==> src/rtl/pipelined_adder_if.sv <==
// Operand/result handshake bundle for pipelined_adder.
// The master drives operands and out_ready; the slave (the adder) returns results.
interface pipelined_adder_if #(
    parameter int unsigned N = 32
);
    logic         in_valid;
    logic         in_ready;
    logic [N-1:0] a;
    logic [N-1:0] b;
    logic         cin;
    logic         sub;
    logic         out_valid;
    logic         out_ready;
    logic [N-1:0] sum;
    logic         cout;
    logic         ovf;

    modport master (
        output in_valid, a, b, cin, sub, out_ready,
        input  in_ready, out_valid, sum, cout, ovf
    );

    modport slave (
        input  in_valid, a, b, cin, sub, out_ready,
        output in_ready, out_valid, sum, cout, ovf
    );
endinterface

==> src/rtl/pipelined_adder.sv <==
// Pipelined N-bit adder/subtractor: carry chain cut into STAGES chunks with skew/deskew registers.
// Define PIPELINED_ADDER_OVF_EN to build the signed-overflow output; otherwise ovf is tied low.
module pipelined_adder #(
    parameter int unsigned N      = 32,
    parameter int unsigned STAGES = 4
) (
    input  logic               clk,
    input  logic               rst,
    pipelined_adder_if.slave   bus
);
    localparam int unsigned W = N / STAGES;

    logic         adv;
    logic         out_v;
    logic         c0;
    logic [N-1:0] bp;

    // Whole pipe advances together; a stalled output freezes every stage.
    assign out_v        = stg[STAGES-1].v_r;
    assign adv          = !out_v || bus.out_ready;
    assign bus.in_ready = adv;

    assign bp = bus.sub ? ~bus.b : bus.b;
    assign c0 = bus.sub | bus.cin;

    for (genvar k = 0; k < STAGES; k++) begin : stg
        // Operand bits not yet consumed when entering stage k (chunk k sits at the bottom).
        localparam int unsigned RW = N - k * W;

        logic [RW-1:0]        in_a;
        logic [RW-1:0]        in_b;
        logic                 cin_k;
        logic                 v_in;
        logic [W:0]           csum;
        logic [(k+1)*W-1:0]   s_nx;
        logic [(k+1)*W-1:0]   s_r;
        logic                 c_r;
        logic                 v_r;

        if (k == 0) begin : g_head
            assign in_a  = bus.a;
            assign in_b  = bp;
            assign cin_k = c0;
            assign v_in  = bus.in_valid;
            assign s_nx  = csum[W-1:0];
        end else begin : g_body
            assign in_a  = stg[k-1].g_skew.a_r;
            assign in_b  = stg[k-1].g_skew.b_r;
            assign cin_k = stg[k-1].c_r;
            assign v_in  = stg[k-1].v_r;
            assign s_nx  = {csum[W-1:0], stg[k-1].s_r};
        end

        assign csum = {1'b0, in_a[W-1:0]} + {1'b0, in_b[W-1:0]} + (W+1)'(cin_k);

        always_ff @(posedge clk) begin
            if (rst) begin
                s_r <= '0;
                c_r <= 1'b0;
                v_r <= 1'b0;
            end else if (adv) begin
                s_r <= s_nx;
                c_r <= csum[W];
                v_r <= v_in;
            end
        end

        // Upper operand chunks ride along until their stage consumes them.
        if (k < STAGES - 1) begin : g_skew
            logic [RW-W-1:0] a_r;
            logic [RW-W-1:0] b_r;

            always_ff @(posedge clk) begin
                if (rst) begin
                    a_r <= '0;
                    b_r <= '0;
                end else if (adv) begin
                    a_r <= in_a[RW-1:W];
                    b_r <= in_b[RW-1:W];
                end
            end
        end
    end

    assign bus.out_valid = out_v;
    assign bus.sum       = stg[STAGES-1].s_r;
    assign bus.cout      = stg[STAGES-1].c_r;

`ifdef PIPELINED_ADDER_OVF_EN
    logic msb_cin;
    logic ovf_r;

    // Carry into the MSB recovered from its operand bits and sum bit.
    assign msb_cin = stg[STAGES-1].in_a[W-1] ^ stg[STAGES-1].in_b[W-1] ^ stg[STAGES-1].csum[W-1];

    always_ff @(posedge clk) begin
        if (rst) begin
            ovf_r <= 1'b0;
        end else if (adv) begin
            ovf_r <= msb_cin ^ stg[STAGES-1].csum[W];
        end
    end

    assign bus.ovf = ovf_r;
`else
    assign bus.ovf = 1'b0;
`endif
endmodule

==> src/flat_wrapper.sv <==
// flat-port wrapper written by rule: the top's interface ports become plain ports
module pipelined_adder_flat 
#(
    parameter int unsigned N      = 32,
    parameter int unsigned STAGES = 4
)
  (clk, rst, bus_in_valid, bus_a, bus_b, bus_cin, bus_sub, bus_out_ready, bus_in_ready, bus_out_valid, bus_sum, bus_cout, bus_ovf);
  pipelined_adder_if #(.N(N)) bus_i ();
  input  logic clk;
  input  logic rst;
  input wire logic [$bits(bus_i.in_valid)-1:0] bus_in_valid;
  input wire logic [$bits(bus_i.a)-1:0] bus_a;
  input wire logic [$bits(bus_i.b)-1:0] bus_b;
  input wire logic [$bits(bus_i.cin)-1:0] bus_cin;
  input wire logic [$bits(bus_i.sub)-1:0] bus_sub;
  input wire logic [$bits(bus_i.out_ready)-1:0] bus_out_ready;
  output wire logic [$bits(bus_i.in_ready)-1:0] bus_in_ready;
  output wire logic [$bits(bus_i.out_valid)-1:0] bus_out_valid;
  output wire logic [$bits(bus_i.sum)-1:0] bus_sum;
  output wire logic [$bits(bus_i.cout)-1:0] bus_cout;
  output wire logic [$bits(bus_i.ovf)-1:0] bus_ovf;
  assign bus_i.in_valid = bus_in_valid;
  assign bus_i.a = bus_a;
  assign bus_i.b = bus_b;
  assign bus_i.cin = bus_cin;
  assign bus_i.sub = bus_sub;
  assign bus_i.out_ready = bus_out_ready;
  assign bus_in_ready = bus_i.in_ready;
  assign bus_out_valid = bus_i.out_valid;
  assign bus_sum = bus_i.sum;
  assign bus_cout = bus_i.cout;
  assign bus_ovf = bus_i.ovf;
  pipelined_adder #(.N(N), .STAGES(STAGES)) u_core (.clk(clk), .rst(rst), .bus(bus_i));
endmodule
==> config.mk <==
export PLATFORM = sky130hd
export DESIGN_NAME = pipelined_adder_flat
export DESIGN_NICKNAME = d
export VERILOG_FILES = /design/src/rtl/pipelined_adder_if.sv /design/src/rtl/pipelined_adder.sv /design/src/flat_wrapper.sv
export SDC_FILE = /design/constraint.sdc
export NUM_CORES = 1
export LEC_CHECK = 0
export CORE_ASPECT_RATIO = 1.5
export CORE_UTILIZATION = 51
export CTS_BUF_LIST = sky130_fd_sc_hd__clkbuf_8
export DETAILED_ROUTE_END_ITERATION = 6
export GPL_TIMING_DRIVEN = 0
export PLACE_DENSITY = 0.78
export SYNTH_ARGS = -nofsm -noshare
export SYNTH_HDL_FRONTEND = slang
export SYNTH_SLANG_ARGS = --single-unit
export TNS_END_PERCENT = 50
==> constraint.sdc <==
create_clock -name clk -period 2.8 [get_ports clk]
set_input_delay 0.42 -clock clk [delete_from_list [all_inputs] [get_ports clk]]
set_output_delay 0.42 -clock clk [all_outputs]
set_load 0.01 [all_outputs]
# --- Word-level counts from Yosys, hierarchy flattened ---
# Index checks and enable logic that the tools add are counted.
classes:
  n_bitwise: 2
  reduce_logical: 2
  mux: 1
  addsub: 8
ops:
  columns: ["cell", "count"]
  rows:
  - ["$add A8 B8 Y9", 4]
  - ["$add A9 B1 Y9", 4]
  - ["$mux W32", 1]
  - ["$not A32 Y32", 1]
  - ["$logic_not A1 Y1", 1]
  - ["$logic_or A1 B1 Y1", 1]
  - ["$or A1 B1 Y1", 1]
word_totals:
  out_inout_bits: 36
  word_cells: 31
  inputBits: 70
  register_bits: 184

# --- Depth between registers and ports, before layout ---
depth:
  depth_word: 4
  depth_mapped: 10
  depth_no_buf: 8

# --- Worst setup path after synthesis ---
# OpenSTA, ideal clock, no wires.
synth_path:
  kind: "input to register"
  start: "in bus_sub"
  end: "reg u_core.stg[0].s_r[6]"
  setup_time_ns: 0.117
  path_buffers: 2
  cell_stages: 10
  required_time_ns: 2.683
  t_arrival_ns: 2.590
  path_slack_ns: 0.092
  cell_sequence: "buf_2 -> buf_2 -> or2_2 -> fa_1 -> inv_1 -> fa_1 -> nor2b_4 -> o2111a_1 -> or3_1 -> a32o_1"
synth_via:
  elab_chain_len: 3
  word_cells_on_any_way: 4
  classes_between: "add/sub: 2; mux: 1; bitwise: 1"
synth_lines:
  columns: ["element", "line_no", "source"]
  rows:
  - ["from (decl)", "flat_wrapper.sv:15", "input wire logic [$bits(bus_i.sub)-1:0] bus_sub;"]
  - ["$mux W32", "pipelined_adder.sv:23", "assign bp = bus.sub ? ~bus.b : bus.b;"]
  - ["$add A8 B8 Y9", "pipelined_adder.sv:54", "assign csum = {1'b0, in_a[W-1:0]} + {1'b0, in_b[W-1:0]} + (W+1)'(cin_k);"]
  - ["$add A9 B1 Y9 (*)", "pipelined_adder.sv:54", null]
  - ["to (signal assigned)", "pipelined_adder.sv:62", "s_r <= s_nx;"]
  - ["to (decl)", "pipelined_adder.sv:36", "logic [(k+1)*W-1:0] s_r;"]
# Every way passes the cells marked *; elsewhere a longest branch is shown, timed or not.
# A chain may end at the register's enable or synchronous reset.

# --- Worst setup path in the final report ---
layout_path:
  start: "reg u_core.stg[3].v_r (netlist: u_core.bus.out_valid)"
  end: "out bus_in_ready"
layout_via:
  elab_chain_len: 2
layout_lines:
  columns: ["element", "line_no", "source"]
  rows:
  - ["from (decl)", "pipelined_adder.sv:38", "logic v_r;"]
  - ["from (signal assigned)", "pipelined_adder.sv:64", "v_r <= v_in;"]
  - ["$logic_not A1 Y1", "pipelined_adder.sv:20", "assign adv = !out_v || bus.out_ready;"]
  - ["$logic_or A1 B1 Y1", "pipelined_adder.sv:20", null]
  - ["to (decl)", "flat_wrapper.sv:17", "output wire logic [$bits(bus_i.in_ready)-1:0] bus_in_ready;"]
# No other way between the ends.

==> metrics <==
CORE AREA=15140 sq um; Post-Synth XOR/XNOR Area=approximately 4.4%; period utilisation layout=between 90% and 100%; max-slew violations=0; placed cell areas=between 9000 and 10000 sq um; Req. time, crit path=approximately 2.4 ns; Syn Inst Count=between 900 and 1000; CP arrival=around 2.3 ns; fin cells=around 1300; Starting Density=52.46%; top-area cell type share of the netlist area=a little under half; leading area contributor after synthesis=dfxtp_1; Hold Startpoint=bus_sub; Worst Max-Slew Pin Slew=around 0.65 ns; #FFs+latches synth=between 150 and 200; WL per Instance=between 15 and 20 um; Routed Antenna Nets=0; Clock transition at path regs=around 0.11 ns; nets=1177; P_leak=3.819 nW; Met2 Wirelength=a little over 10 mm; First DRT Iteration DRCs=430; final wirelength=around 20 mm; routed length on met3=around 1.1 mm; Post-synth EDFFs=0; synthesized cell area=7943 sq um; Buffers on Ports=103; GP Congestion=0.9060; die area=around 16000 sq um; row count=55; hold-critical path depth=3; worst slack, placed=-0.05956 ns; Hold Crit Class=in -> reg; first-pass GRT wire length=~32 mm; fin area=9605 sq um; Filler Cell Count=between 1000 and 1500; largest family of logic cells by synthesized area=simple AND/OR/NAND/NOR gates; Final WS setup=slightly above 0.08 ns; Die Wd=between 100 and 150 um; worst rel slew slack=between 50% and 60%; peak supply drop=~330 uV; max layer used=met4; max_cap viols=0; syn_nets=approximately 1100; multiplexer share of the synthesized area=less than 1%; FFs w/ async S/R, synth=0%; Worst-Skew Late Latency=around 0.47 ns; Post-Place Cells=between 1000 and 1500; CTS tree=yes; Mean Syn Cell Area=~8.4 sq um; status=finished, final reports clean; clock buffer depth=2; setup repair bufs after CTS=0; post-layout minimum cycle time=approximately 2.7 ns; R2R Path End=u_core.bus.sum[30]; Overflow after GRT=0; Setup CP Type=reg -> out; post-synth cell types=44; Synth area leaders=dfxtp_1 (46%), nand2_1 (13%), a21oi_1 (9.1%), ha_1 (4.4%), a211oi_1 (3.4%); simple-gate area share of the yosys netlist=between 10% and 20%; # DRC=0; GR Util All Layers=a little over a quarter; Post-CTS Hold Buffers=0; CTS H-tree lvls=4; diode count=0; Root Driver=clkbuf_8; sequential share of the synthesized area=a little under half; die height=154.8 um; Reg2Reg Depth=7; placed wire-length estimate=15.23 mm; Register-to-Register Setup Slack=about 0.64 ns; Post-Synth Adder-Cell Area=roughly 6.4%; hold endpoint=u_core.stg[0].g_skew.b_r[21]; WL met1=approximately 8.2 mm; compound-cell area share of the yosys netlist=approximately a fifth; CP Max Fanout=10; RSZ-0062 raised after global routing=false; num ports=106; Vias=6892; vias in the first global route=about 6400; fmax=roughly 370 MHz; reg-to-reg startpoint=u_core.stg[2].g_skew.b_r[0]; CP Capture Type=output pin; Fin Hold WS=roughly 0.38 ns; pin count of the biggest net entering global routing=19; CTS Buf Count=17; crit start category=flip-flop; predominant post-synthesis flop cell=dfxtp_1; TritonRoute pass-1 iters=5; setup TNS=0 ns; Power per Cell Area=~560 nW/um^2; area grow syn2layout=20.94%; final setup vio count=0; via-per-instance ratio=about 5.4; initial antenna violation count=0; Final Hold Fails=0; clk_skew=around 0.0083 ns; Clock Sink Count=between 150 and 200; share of cells above drive strength 1=7.657%; synth warn=0
## synthesized netlist by cell type, types with 5 or more instances
master and instances:
nand2_1 266, dfxtp_1 184, a21oi_1 144, nor2_1 38
a211oi_1 36, buf_2 35, ha_1 28, xnor2_1 27
clkbuf_1 21, a21o_1 18, inv_1 16, o21ai_0 16
xor2_1 13, nand3b_1 12, fa_1 8, or3_1 8
nand3_1 6, buf_1 5, nand4_1 5
## cell type report
cell class                      count  area [sq um]  share of cell area, %
Sequential cell                   184          3684                  38.35
Multi-Input combinational cell    682          3881                  40.41
Tap cell                          199         249.0                  2.592
Inverter                           17         63.81                 0.6643
Clock buffer                       18         247.7                  2.579
Buffer                             66         316.6                  3.296
Clock inverter                     14         132.6                  1.381
Timing Repair Buffer              103          1031                  10.73
## metrics by stage
stage	power, mW	util (%)
floorplan	3.370	-
global placement	3.652	60.92
detailed placement	3.667	60.92
CTS	5.361	63.45
global route	5.573	63.45
finish	5.363	63.45
## routing by layer
layer,GRT usage (%),vias to the layer above
met2,46.51,246
met3,4.383,46
met1,30.81,3143
met4,10.68,0
met5,0,-
li1,-,3457
## how the worst max path moves through the flow
stage,from,endpoint,slack [ns],cells past startpoint
2_1_floorplan,bus_sub,u_core.stg[0].s_r[6],0.09,10
3_3_place_gp,bus_sub,u_core.stg[0].s_r[6],-0.06,10
3_5_place_dp,bus_sub,u_core.stg[0].s_r[6],-0.06,10
4_1_cts,u_core.bus.out_valid,bus_in_ready,0.08,6
5_1_grt,u_core.bus.out_valid,bus_in_ready,0.00005,6
6_report,u_core.bus.out_valid,bus_in_ready,0.08,6
## repair_timing
item,4_1_cts,5_1_grt
endpoints found under the hold margin,0,0
gates resized for setup,1,0
endpoints found under the setup margin,1,0
## layout by cell type, fill, tap and decap left out, types with 5 or more instances in the layout
cell / count
nand2_1: 266
dfxtp_1: 184
a21oi_1: 144
clkdlybuf4s50_1: 103
nor2_1: 38
a211oi_1: 36
buf_2: 34
ha_1: 28
xnor2_1: 27
clkbuf_1: 21
a21o_1: 18
clkbuf_8: 18
inv_1: 16
o21ai_0: 16
xor2_1: 13
nand3b_1: 12
or3_1: 8
fa_1: 8
nand3_1: 6
buf_4: 5
buf_1: 5
nand4_1: 5
inv_6: 5
## cell families (layout without fill, tap and decap cells)
group,Yosys count,after routing
flops,184,184
mux,4,4
compound gates,246,246
other cells,1,1
fa+ha+maj,36,36
xor+xnor,40,40
buf+inv,83,218
simple gates,355,355
## where the power goes
part	internal, mW	switching, mW
combinational	0.357	0.365
sequential	2.79	0.102
clock	0.679	1.07
total	3.83	1.53
## worst max-delay path: stages, from the launching register on
cell and delay, ns:
dfxtp_1 0.32, nor2b_1 0.13, buf_2 0.14, inv_2 0.16, buf_4 0.25, buf_2 0.24, clkdlybuf4s50_1 0.57
## state kept, by name (all words and copies together) (netlist names)
register	count
u_core.stg.g_skew.a_r	48
u_core.stg.g_skew.b_r	48
u_core.stg.s_r	48
u_core.bus.sum	32
u_core.stg.c_r	3
u_core.stg.v_r	3
u_core.bus.cout	1
u_core.bus.out_valid	1
Power figures use the tool's default switching activity.
